<file path="src/rtl/ui_io_controller.sv">
// Memory-mapped UI device block: debounced keys with sticky press capture and interrupt,
// synchronised switches, LED and 7-segment HEX registers, and a control register.
module ui_io_controller #(
  parameter int DBITS           = 32,
  parameter int NKEYS           = 4,
  parameter int NSW             = 10,
  parameter int NLEDS           = 10,
  parameter int NHEX            = 4,
  parameter int DEBOUNCE_CYCLES = 50000
) (
  input  logic               clk,
  input  logic               reset,
  input  logic [2:0]         addr,
  input  logic               wrtEn,
  input  logic [DBITS-1:0]   in,
  output logic [DBITS-1:0]   out,
  output logic               irq,
  input  logic [NKEYS-1:0]   KEYS,
  input  logic [NSW-1:0]     SWITCHES,
  output logic [NLEDS-1:0]   LED,
  output logic [7*NHEX-1:0]  HEX_OUT
);

  localparam int CW = $clog2(DEBOUNCE_CYCLES);
  localparam logic [CW-1:0] CNT_MAX = CW'(DEBOUNCE_CYCLES - 1);

  typedef enum logic [2:0] {
    REG_KEY     = 3'd0,
    REG_SW      = 3'd1,
    REG_LEDR    = 3'd2,
    REG_HEX     = 3'd3,
    REG_KEYEDGE = 3'd4,
    REG_CTRL    = 3'd5
  } reg_sel_e;

  // Key levels are held as 1 = pressed from the first synchroniser stage on.
  logic [NKEYS-1:0]  key_meta, key_sync, key_stable, key_edge, key_done, key_rise;
  logic [CW-1:0]     key_cnt [NKEYS];
  logic [NSW-1:0]    sw_meta, sw_sync;
  logic [NLEDS-1:0]  led_value;
  logic [4*NHEX-1:0] hex_value;
  logic [NKEYS:0]    ctrl;
  logic [DBITS-1:0]  rdata;
  logic              unused_in;

  assign unused_in = ^in;

  function automatic logic [6:0] seg7(input logic [3:0] v);
    case (v)
      4'h0: seg7 = 7'h40;  4'h1: seg7 = 7'h79;  4'h2: seg7 = 7'h24;  4'h3: seg7 = 7'h30;
      4'h4: seg7 = 7'h19;  4'h5: seg7 = 7'h12;  4'h6: seg7 = 7'h02;  4'h7: seg7 = 7'h78;
      4'h8: seg7 = 7'h00;  4'h9: seg7 = 7'h10;  4'hA: seg7 = 7'h08;  4'hB: seg7 = 7'h03;
      4'hC: seg7 = 7'h46;  4'hD: seg7 = 7'h21;  4'hE: seg7 = 7'h06;  default: seg7 = 7'h0E;
    endcase
  endfunction

  always_comb begin
    for (int i = 0; i < NKEYS; i++)
      key_done[i] = (key_sync[i] != key_stable[i]) && (key_cnt[i] == CNT_MAX);
  end
  assign key_rise = key_done & key_sync;

  // NOTE: all state below uses non-blocking assignments so every register samples pre-edge values.
  always_ff @(posedge clk or posedge reset) begin
    if (reset) begin
      key_meta   <= '0;
      key_sync   <= '0;
      key_stable <= '0;
      sw_meta    <= '0;
      sw_sync    <= '0;
      // NOTE: the counter array is small and must restart from zero, so each entry is reset explicitly.
      for (int i = 0; i < NKEYS; i++) key_cnt[i] <= '0;
    end else begin
      key_meta <= ~KEYS;
      key_sync <= key_meta;
      sw_meta  <= SWITCHES;
      sw_sync  <= sw_meta;
      for (int i = 0; i < NKEYS; i++) begin
        if (key_sync[i] == key_stable[i]) begin
          key_cnt[i] <= '0;
        end else if (key_cnt[i] == CNT_MAX) begin
          key_stable[i] <= key_sync[i];
          key_cnt[i]    <= '0;
        end else begin
          key_cnt[i] <= key_cnt[i] + 1'b1;
        end
      end
    end
  end

  always_ff @(posedge clk or posedge reset) begin
    if (reset) begin
      led_value <= '0;
      hex_value <= '0;
      ctrl      <= '0;
      key_edge  <= '0;
    end else begin
      if (wrtEn && addr == REG_LEDR) led_value <= in[NLEDS-1:0];
      if (wrtEn && addr == REG_HEX)  hex_value <= in[4*NHEX-1:0];
      if (wrtEn && addr == REG_CTRL) ctrl      <= in[NKEYS:0];
      // A press landing on the same edge as its W1C survives.
      key_edge <= (key_edge & ~((wrtEn && addr == REG_KEYEDGE) ? in[NKEYS-1:0] : '0)) | key_rise;
    end
  end

  // NOTE: rdata gets a default before the case so no latch is inferred for unmapped addresses.
  always_comb begin
    rdata = '0;
    case (addr)
      REG_KEY:     rdata[NKEYS-1:0]  = key_stable;
      REG_SW:      rdata[NSW-1:0]    = sw_sync;
      REG_LEDR:    rdata[NLEDS-1:0]  = led_value;
      REG_HEX:     rdata[4*NHEX-1:0] = hex_value;
      REG_KEYEDGE: rdata[NKEYS-1:0]  = key_edge;
      REG_CTRL:    rdata[NKEYS:0]    = ctrl;
      default:     rdata = '0;
    endcase
  end

  always_ff @(posedge clk or posedge reset) begin
    if (reset) out <= '0;
    else       out <= rdata;
  end

  assign irq = |(key_edge & ctrl[NKEYS-1:0]);
  assign LED = led_value;

  for (genvar g = 0; g < NHEX; g++) begin : g_digit
    assign HEX_OUT[7*g +: 7] = ctrl[NKEYS] ? 7'h7F : seg7(hex_value[4*g +: 4]);
  end

endmodule

</file>
<file path="config.mk">
export PLATFORM = sky130hd
export DESIGN_NAME = ui_io_controller
export DESIGN_NICKNAME = d
export VERILOG_FILES = /design/src/rtl/ui_io_controller.sv
export SDC_FILE = /design/constraint.sdc
export NUM_CORES = 1
export LEC_CHECK = 0
export CORE_ASPECT_RATIO = 0.5
export CORE_MARGIN = 3
export CORE_UTILIZATION = 30
export DETAILED_ROUTE_END_ITERATION = 7
export PLACE_DENSITY = 0.46
export SLEW_MARGIN = 0
export SYNTH_ARGS = -nofsm -noshare
export SYNTH_HDL_FRONTEND = slang
export SYNTH_SLANG_ARGS = --single-unit
</file>
<file path="constraint.sdc">
create_clock -name clk -period 6.7 [get_ports clk]
set_clock_uncertainty 0.1 [all_clocks]
set_input_delay 1.34 -clock clk [delete_from_list [all_inputs] [get_ports clk]]
set_output_delay 1.34 -clock clk [all_outputs]
set_load 0.01 [all_outputs]
</file>
==> summary.txt, run 1 <==
Status
  • Outcome: finished clean

GRT
  • Vias in the first global route: 5130
  • Overflow after GRT: 0
  • First-pass GRT wire length: 27760 um
  • Overall Global Routing Usage: a little over an eighth
  • Pin count of the biggest net entering global routing: roughly 100
  • Initial antenna violation count: 1

STA
  • Max Slew Vio Count: 0
  • Final worst-path cycle share: 61.80%
  • Worst hold slack: about 0.25 ns
  • Final Hold Fails: 0
  • Final setup viols: 0
  • Final min period: between 4 and 5 ns
  • Slew headroom: 29.47%
  • Unrepaired setup endpoints after global routing: no
  • Fmax: between 0.2 and 0.25 GHz
  • Setup TNS: 0 ns
  • Slew @ Worst Pin: 1.058 ns

Clock tree
  • CTS tree: built
  • Clock Latency Late Sink: 0.43 ns
  • H-Tree Depth: 4
  • Num Clock Sinks: approximately 150
  • Clock-pin slew of the registers on the worst-case setup and hold paths: 0.06 ns
  • Post-CTS setup repair buffer count: 0
  • Clk buf depth: 2
  • CTS Hold Bufs: 0
  • Post-CTS resize count: 0
  • Total CTS buffers: 17
  • Clock Root Buffer: clkbuf_16

Setup path
  • Crit path kind: reg2out
  • Critical path startpoint: hex_value[0]
  • Data arrival, critical path: around 2.7 ns
  • Worst Setup Start Kind: flip-flop
  • Setup crit end kind: output port
  • R2R Path Start: key_cnt[45]
  • Reg2reg path depth: 4
  • Crit-path max FO: 8
  • Worst Path Required: about 5.3 ns

Drt
  • Detail Route Antenna Nets: 0
  • Vias/cell: ~4.6
  • Drt first pass iters: 4
  • # DRC: 0
  • Vias: 5190
  • Routed WL: 16900 um
  • Drt initial violations: about 350
  • WL/cell: roughly 15 um

Min path
  • WHS Path Cells: 0
  • Hold Crit Class: reg2reg
  • Hold Path Origin: sw_meta[4]

Die
  • CORE AREA: ~24000 um^2
  • Die height: 117.2 um
  • Initial Util: a little under a third
  • Std-Cell Rows: 39
  • IO Pins: about 120
  • Die W: ~230 um
  • Die area: around 27000 um^2

Placed design
  • Post-Place Cells: roughly 1100
  • Post-DP HPWL: between 10000 and 15000 um
  • Placed Instance Area: about 8600 um^2
  • GPL Wtd Cong: ~0.77
  • IO buf count: 90

Power
  • Pwr Density: approximately 280 nW/um^2
  • VDD IR-drop max: approximately 0.14 mV
  • Tot Pwr: ~2.6 mW
  • Leak: around 3.8 nW

Synth
  • Post-synth top cells: 147 x dfrtp_1, 104 x nor2_1, 50 x xnor2_1
  • Netlist cell types: 50
  • Post-Syn Area: approximately 7400 um^2
  • Leading post-synthesis cells by cell area: dfrtp_1 50%, mux2_2 7.1%, xnor2_1 5.9%
  • Mean post-synth cell area: 10.62 um^2
  • Asr flop ratio synth: 100.0%
  • Synthesized instance count: between 600 and 700
  • Number of synthesized flops with an enable pin: 0
  • Leading area contributor after synthesis: dfrtp_1
  • #FFs+latches synth: around 150
  • Share of the synthesized area in the top cell type: 49.55%
  • Post-synthesis sequential area ratio: between 40 and 50%
  • Count leader, synth: dfrtp_1
  • YS warnings: 0
  • Most used DFF post-synth: dfrtp_1

Final layout
  • Final std cells w/o fill: between 1000 and 1500
  • Layout Nets: about 860
  • Design area: between 9000 and 10000 um^2
  • Share of layout cells above drive strength 1: roughly an eighth
  • Area growth syn-to-layout: 23.06%

Flow run
  • MaxCap Viol Count: 0
## cells by family (layout without fill, tap and decap cells)
logic type               after synthesis  after routing  synth area share [%]
multiplexers                          63             63                 10.03
adder cells (fa/ha/maj)               28             28                 4.719
AO/OA/AOI/OAI                         68             68                 6.607
flip-flops                           147            147                 49.55
other                                  1             17               0.05052
XOR/XNOR                              60             60                 7.079
AND/OR/NAND/NOR                      254            254                 17.01
buffers and inverters                 78            159                 4.955
## metal layers
metal | vias to the layer above | track usage, % | wire length (um)
met4 | 0 | 5.626 | 258
met2 | 75 | 20.37 | 7732
li1 | 2558 | - | -
met5 | - | 0 | 0
met3 | 19 | 2.853 | 501
met1 | 2538 | 18.11 | 8405
## worst paths after layout
check	to	slack, ns
setup / recovery	HEX_OUT[3]	2.56
hold / removal	sw_sync[4]	0.25
setup reg to reg	key_cnt[39]	4.60
hold reg to reg	sw_sync[4]	0.25
max in group asynchronous	out[13]	3.91
min in group asynchronous	key_meta[0]	1.38
## critical path, stage by stage (launching register included)
cell,delay (ns)
dfrtp_1,0.52
inv_1,0.16
ha_1,0.30
inv_1,0.05
mux4_2,0.45
or2_2,0.28
clkdlybuf4s50_1,0.51
## stage by stage
step | utilization [%] | setup slack, ns
after floorplan | - | 1.309
after global placement | 36.40 | 2.419
after detailed placement | 36.40 | 2.407
after CTS | 38.75 | 2.530
after global routing | 38.76 | 2.449
final | 38.76 | 2.559
## flip-flops by register name, summed over array words and instances (netlist names)
name,cells
key_sync,4
hex_value,16
sw_sync,10
out,16
LED,10
key_stable,4
key_cnt,64
key_edge,4
sw_meta,10
ctrl,5
key_meta,4
## placed cells by master (no fill, tap or decap), types with 5 or more instances in the layout
cell,n
nand2_1,32
nor4_1,16
dfrtp_1,147
xnor2_1,50
nand2b_1,6
nor4bb_1,5
and3_1,9
nor2b_1,6
clkbuf_16,17
ha_1,28
clkdlybuf4s50_1,90
nand3_1,23
a21oi_1,6
xor2_1,10
mux2_2,47
a31oi_1,10
conb_1,16
nor2_1,104
o21ai_0,14
inv_1,33
a22oi_1,9
mux2i_1,11
nand4_1,20
nor3_1,19
a211o_1,11
## layout make-up
cell class	count	area, um^2
flip-flops and latches	147	3679
repair buffers	93	923.4
multi-input cells	489	3433
clock inverters	11	103.9
inverters	34	132.6
well taps	328	410.4
diodes	1	2.502
clock buffers	21	450.4
fillers	2291	14430
## where the power goes
| group | switching (mW) | leakage (nW) | internal [mW] | total [mW] |
|---|---|---|---|---|
| logic | 0.252 | 1.67 | 0.324 | 0.576 |
| clock network | 0.388 | 0.268 | 0.522 | 0.910 |
| registers | 0.113 | 1.91 | 0.954 | 1.07 |
No activity file was read; power rests on OpenSTA's default activity.
==> run 2: changes to the inputs <==
PLACE_DENSITY = 0.48   (was 0.46)
clock period = 3.4 ns   (was 6.7 ns; I/O delays follow)
==> run 2 against run 1 <==
Core utilization increased by 0.67 points. Count of clock-buffer cells in the layout decreased by 2. Largest power group unchanged. Critical path depth increased by 1. First-iteration DRC count decreased by 15%. Critical path type unchanged. Critical endpoint is now HEX_OUT[7].
==> summary.txt, run 2 (synthesis results as in run 1) <==
Status
  • Outcome: finished clean

STA
  • Final setup viols: 0
  • Setup TNS: 0 ns
  • Fmax: roughly 0.32 GHz
  • Final Hold Fails: 0
  • Worst hold slack: 0.2473 ns
  • Slew @ Worst Pin: ~0.87 ns
  • Max Slew Vio Count: 0
  • Slew headroom: a little over two fifths
  • Unrepaired setup endpoints after global routing: no
  • Final worst-path cycle share: between 90% and 100%
  • Final min period: 3.149 ns

Clock tree
  • Num Clock Sinks: 147
  • H-Tree Depth: 4
  • Clock Latency Late Sink: ~0.43 ns
  • Clock-pin slew of the registers on the worst-case setup and hold paths: roughly 0.07 ns
  • CTS tree: built
  • Clk buf depth: 2
  • CTS Hold Bufs: 0
  • Total CTS buffers: 17
  • Clock Root Buffer: clkbuf_16

Setup path
  • Setup crit end kind: output port
  • Crit-path max FO: 8
  • Crit path kind: reg2out
  • Data arrival, critical path: approximately 2.4 ns
  • Worst Setup Start Kind: flip-flop
  • Worst Path Required: about 2.6 ns

Final layout
  • Most frequent cells in the layout: 143 x dfrtp_1, 104 x nor2_1, 88 x clkdlybuf4s50_1
  • N_diodes: 0
  • Area of the multi-input gates: 3433 um^2
  • Total area of sequential cells: between 3000 and 4000 um^2
  • Share of layout cells above drive strength 1: ~13%
  • Area growth syn-to-layout: 25.18%
  • Top reg by flops: key_cnt
  • Largest registers: key_cnt: 64 flops, hex_value: 16 flops, out: 16 flops
  • Max reg flops: between 60 and 70
  • FILL cells: 2320
  • Layout Nets: a little under 900
  • Commonest non-fill, non-tap cell in the layout: dfrtp_1

Die
  • Initial Util: 31.50%
  • Die area: around 27000 um^2
  • Std-Cell Rows: 39
  • CORE AREA: approximately 24000 um^2
  • Die height: between 100 and 150 um
  • IO Pins: ~120
  • Die W: 228.5 um

Drt
  • DR top layer: met4
  • WL/cell: ~15 um
  • Vias: 5178
  • M1 wire length: approximately 8000 um
  • Detail Route Antenna Nets: 0
  • Drt first pass iters: 4
  • Wire length on met3: 520 um
  • Vias/cell: roughly 4.6
  • Drt initial violations: 292
  • # DRC: 0
  • WL met2: 7703 um
  • Routed WL: about 17000 um

Placed design
  • IO buf count: 90
  • GPL Wtd Cong: just under 0.8
  • Post-DP HPWL: approximately 11000 um

GRT
  • Pin count of the biggest net entering global routing: 148
  • Vias in the first global route: 5270
  • Overall Global Routing Usage: 13.00%
  • First-pass GRT wire length: approximately 28000 um
  • Overflow after GRT: 0
  • Initial antenna violation count: 0

Power
  • VDD IR-drop max: 0.3240 mV
  • Leak: 3.938 nW
  • Pwr Density: between 500 and 600 nW/um^2

Min path
  • Hold Crit Class: reg2reg

Flow run
  • MaxCap Viol Count: 0
## run 2: repair_timing
action | in CTS | in global routing
gates cloned | 0 | 0
setup endpoints to repair | 1 | 2
gates resized for setup | 2 | 4
buffers inserted | 0 | 1
## run 2: per-layer routing
metal  vias up  GRT usage, %
li1       2567             -
met1      2524         17.30
met2        71         21.30
met3        16         3.167
met4         0         3.904
met5         -             0
## run 2: cell type report
cell class                      count  share of cell area, %
Tap cell                          328                  4.416
Clock inverter                     13                  1.858
Sequential cell                   147                  39.64
Inverter                           34                  1.414
Multi-Input combinational cell    489                  36.95
Clock buffer                       19                  4.659
Timing Repair Buffer              103                  11.07
## run 2: path summary, 6_finish.rpt
| check | start | endpoint | slack [ns] | depth (start not counted) |
|---|---|---|---|---|
| max | hex_value[5] | HEX_OUT[7] | 0.25 | 7 |
| min | sw_meta[7] | sw_sync[7] | 0.25 | 0 |
| max reg2reg | key_cnt[16] | key_cnt[31] | 1.29 | 5 |
| min reg2reg | sw_meta[7] | sw_sync[7] | 0.25 | 0 |
| max in group asynchronous | reset | hex_value[12] | 1.83 | 3 |
| min in group asynchronous | reset | key_cnt[7] | 0.74 | 3 |
## run 2: critical path: stages (launching register included)
cell	delay [ns]
dfrtp_1	0.48
inv_1	0.13
ha_1	0.24
nor2b_1	0.15
a21oi_1	0.14
nor2_1	0.05
a211o_1	0.28
clkdlybuf4s50_1	0.48
## run 2: where the power goes
| part | switching, mW | total [mW] | internal [mW] |
|---|---|---|---|
| Sequential | 0.187 | 2.07 | 1.88 |
| Clock | 0.797 | 1.97 | 1.17 |
| Combinational | 0.532 | 1.18 | 0.653 |
| Total | 1.52 | 5.22 | 3.70 |
## run 2: metrics by stage
stage	power [mW]	setup slack, ns	util, %	area, um^2	instances
2_1_floorplan	2.745	0.7730	-	7483	714
3_3_place_gp	3.293	0.4305	36.78	8670	1100
3_5_place_dp	3.298	0.4051	36.78	8670	1100
4_1_cts	5.303	0.01177	39.36	9278	1132
5_1_grt	5.513	0.03560	39.43	9293	1133
6_report	5.221	0.2510	39.43	9293	1133
==> run 3: changes to the inputs <==
PLACE_DENSITY = 0.61   (was 0.48)
==> run 3 against run 2 <==
Die area unchanged. Register-to-register slack got worse by 0.03 ns. First-iteration DRC count did not move. Total power is 0.71% lower. Critical endpoint is now HEX_OUT[14]. Largest cell class unchanged. Largest power group unchanged.
==> summary.txt, run 3 (synthesis results as in run 1) <==
Status
  • Outcome: finished clean

Setup path
  • Worst path max stage delay: 0.52 ns
  • Data arrival, critical path: between 2 and 2.5 ns
  • Worst path top cell family by delay: buffers and inverters
  • Crit path cell chain: inv_1 -> ha_1 -> nor2b_1 -> a21oi_1 -> nor2_1 -> a211o_1 -> clkdlybuf4s50_1
  • WP buf/inv: 2
  • Crit path kind: reg2out
  • CP max stage cell: dfrtp_1
  • Worst Setup Start Kind: flip-flop
  • Worst Path Required: around 2.6 ns
  • Crit-path max FO: 7
  • Setup crit end kind: output port

STA
  • Setup TNS: 0 ns
  • Fmax: 0.3079 GHz
  • Final worst-path cycle share: 95.52%
  • Slew headroom: about two fifths
  • Final Hold Fails: 0
  • Unrepaired setup endpoints after global routing: no
  • Final setup viols: 0
  • Slew @ Worst Pin: 0.9148 ns
  • Worst hold slack: 0.2458 ns
  • Final min period: roughly 3.2 ns
  • Max Slew Vio Count: 0

Die
  • Die area: around 27000 um^2
  • Die height: around 120 um
  • CORE AREA: 23570 um^2
  • IO Pins: roughly 120
  • Std-Cell Rows: 39
  • Initial Util: between 30% and 40%
  • Die W: 228.5 um

Final layout
  • Max reg flops: 64
  • Layout Nets: 868
  • Area growth syn-to-layout: 24.78%
  • Share of layout cells above drive strength 1: 13.11%
  • FILL cells: 2254
  • N_diodes: 0
  • Most frequent cells in the layout: 144 x dfrtp_1, 104 x nor2_1, 88 x clkdlybuf4s50_1
  • Design area: a little over 9000 um^2
  • Largest registers: key_cnt: 64 flops, hex_value: 16 flops, out: 16 flops
  • Top reg by flops: key_cnt
  • Final std cells w/o fill: 1129
  • Commonest non-fill, non-tap cell in the layout: dfrtp_1

Clock tree
  • Clock Root Buffer: clkbuf_16
  • Total CTS buffers: 17
  • H-Tree Depth: 4
  • Num Clock Sinks: roughly 150
  • Clock-pin slew of the registers on the worst-case setup and hold paths: 0.06 ns
  • CTS Hold Bufs: 0
  • Clk buf depth: 2
  • CTS tree: built
  • Clock Latency Late Sink: roughly 0.42 ns

Power
  • Tot Pwr: about 5.2 mW
  • Pwr Density: around 560 nW/um^2
  • Leak: 3.917 nW
  • VDD IR-drop max: 0.3543 mV

GRT
  • Initial antenna violation count: 0
  • Vias in the first global route: 5251
  • Overflow after GRT: 0
  • Pin count of the biggest net entering global routing: 148
  • First-pass GRT wire length: roughly 27000 um
  • Overall Global Routing Usage: between 10 and 15%

Placed design
  • Placed Instance Area: about 8600 um^2
  • GPL Wtd Cong: about 0.80
  • Post-DP HPWL: around 11000 um
  • Post-Place Cells: about 1100
  • IO buf count: 90

Flow run
  • MaxCap Viol Count: 0

Drt
  • Vias/cell: between 4 and 5
  • Drt initial violations: between 200 and 300
  • Vias: 5268
  • Routed WL: 16330 um
  • # DRC: 0
  • Detail Route Antenna Nets: 0
  • WL/cell: approximately 14 um
  • Drt first pass iters: 4

Min path
  • Hold Crit Class: reg2reg
run 3: layout make-up:
type	instances	area (um^2)	area share [%]
sequential	147	3682	39.75
clock inverter	13	166.4	1.797
timing repair buffer	99	985.9	10.64
multi-input combinational	489	3433	37.07
inverter	34	131.4	1.418
clock buffer	19	452.9	4.890
tap	328	410.4	4.431
run 3: metrics by stage:
step | utilization, % | worst slack (ns)
floorplan | - | 0.7730
global placement | 36.64 | 0.4462
detailed placement | 36.64 | 0.4366
CTS | 39.27 | 0.004407
global route | 39.30 | 0.01441
finish | 39.30 | 0.1523
run 3: metal layers:
| metal | share of wire (%) | track usage (%) | vias up | routed length [um] |
|---|---|---|---|---|
| met3 | 3.2 | 2.901 | 18 | 518 |
| met4 | 1.2 | 4.072 | 0 | 195 |
| met1 | 48 | 15.83 | 2594 | 7758 |
| met5 | 0 | 0 | - | 0 |
| met2 | 48 | 21.30 | 86 | 7854 |
| li1 | - | - | 2570 | - |
run 3: final timing paths:
check	from	to	slack, ns	cells after the start
setup / recovery	hex_value[9]	HEX_OUT[14]	0.15	7
hold / removal	sw_meta[8]	sw_sync[8]	0.25	0
setup reg to reg	key_cnt[45]	key_cnt[38]	1.26	4
hold reg to reg	sw_meta[8]	sw_sync[8]	0.25	0
max in group asynchronous	reset	hex_value[13]	1.88	3
min in group asynchronous	reset	key_cnt[62]	0.72	3
run 3: repair_timing:
item	in CTS	in global routing
setup buffers	0	0
endpoints found under the setup margin	1	2
hold endpoints to repair	0	0
gates resized for setup	1	4
run 3: power by group:
part           internal, mW  leakage [nW]  switching [mW]
Clock                  1.15         0.298           0.789
Combinational         0.645          1.72           0.530
Sequential             1.88          1.90           0.190
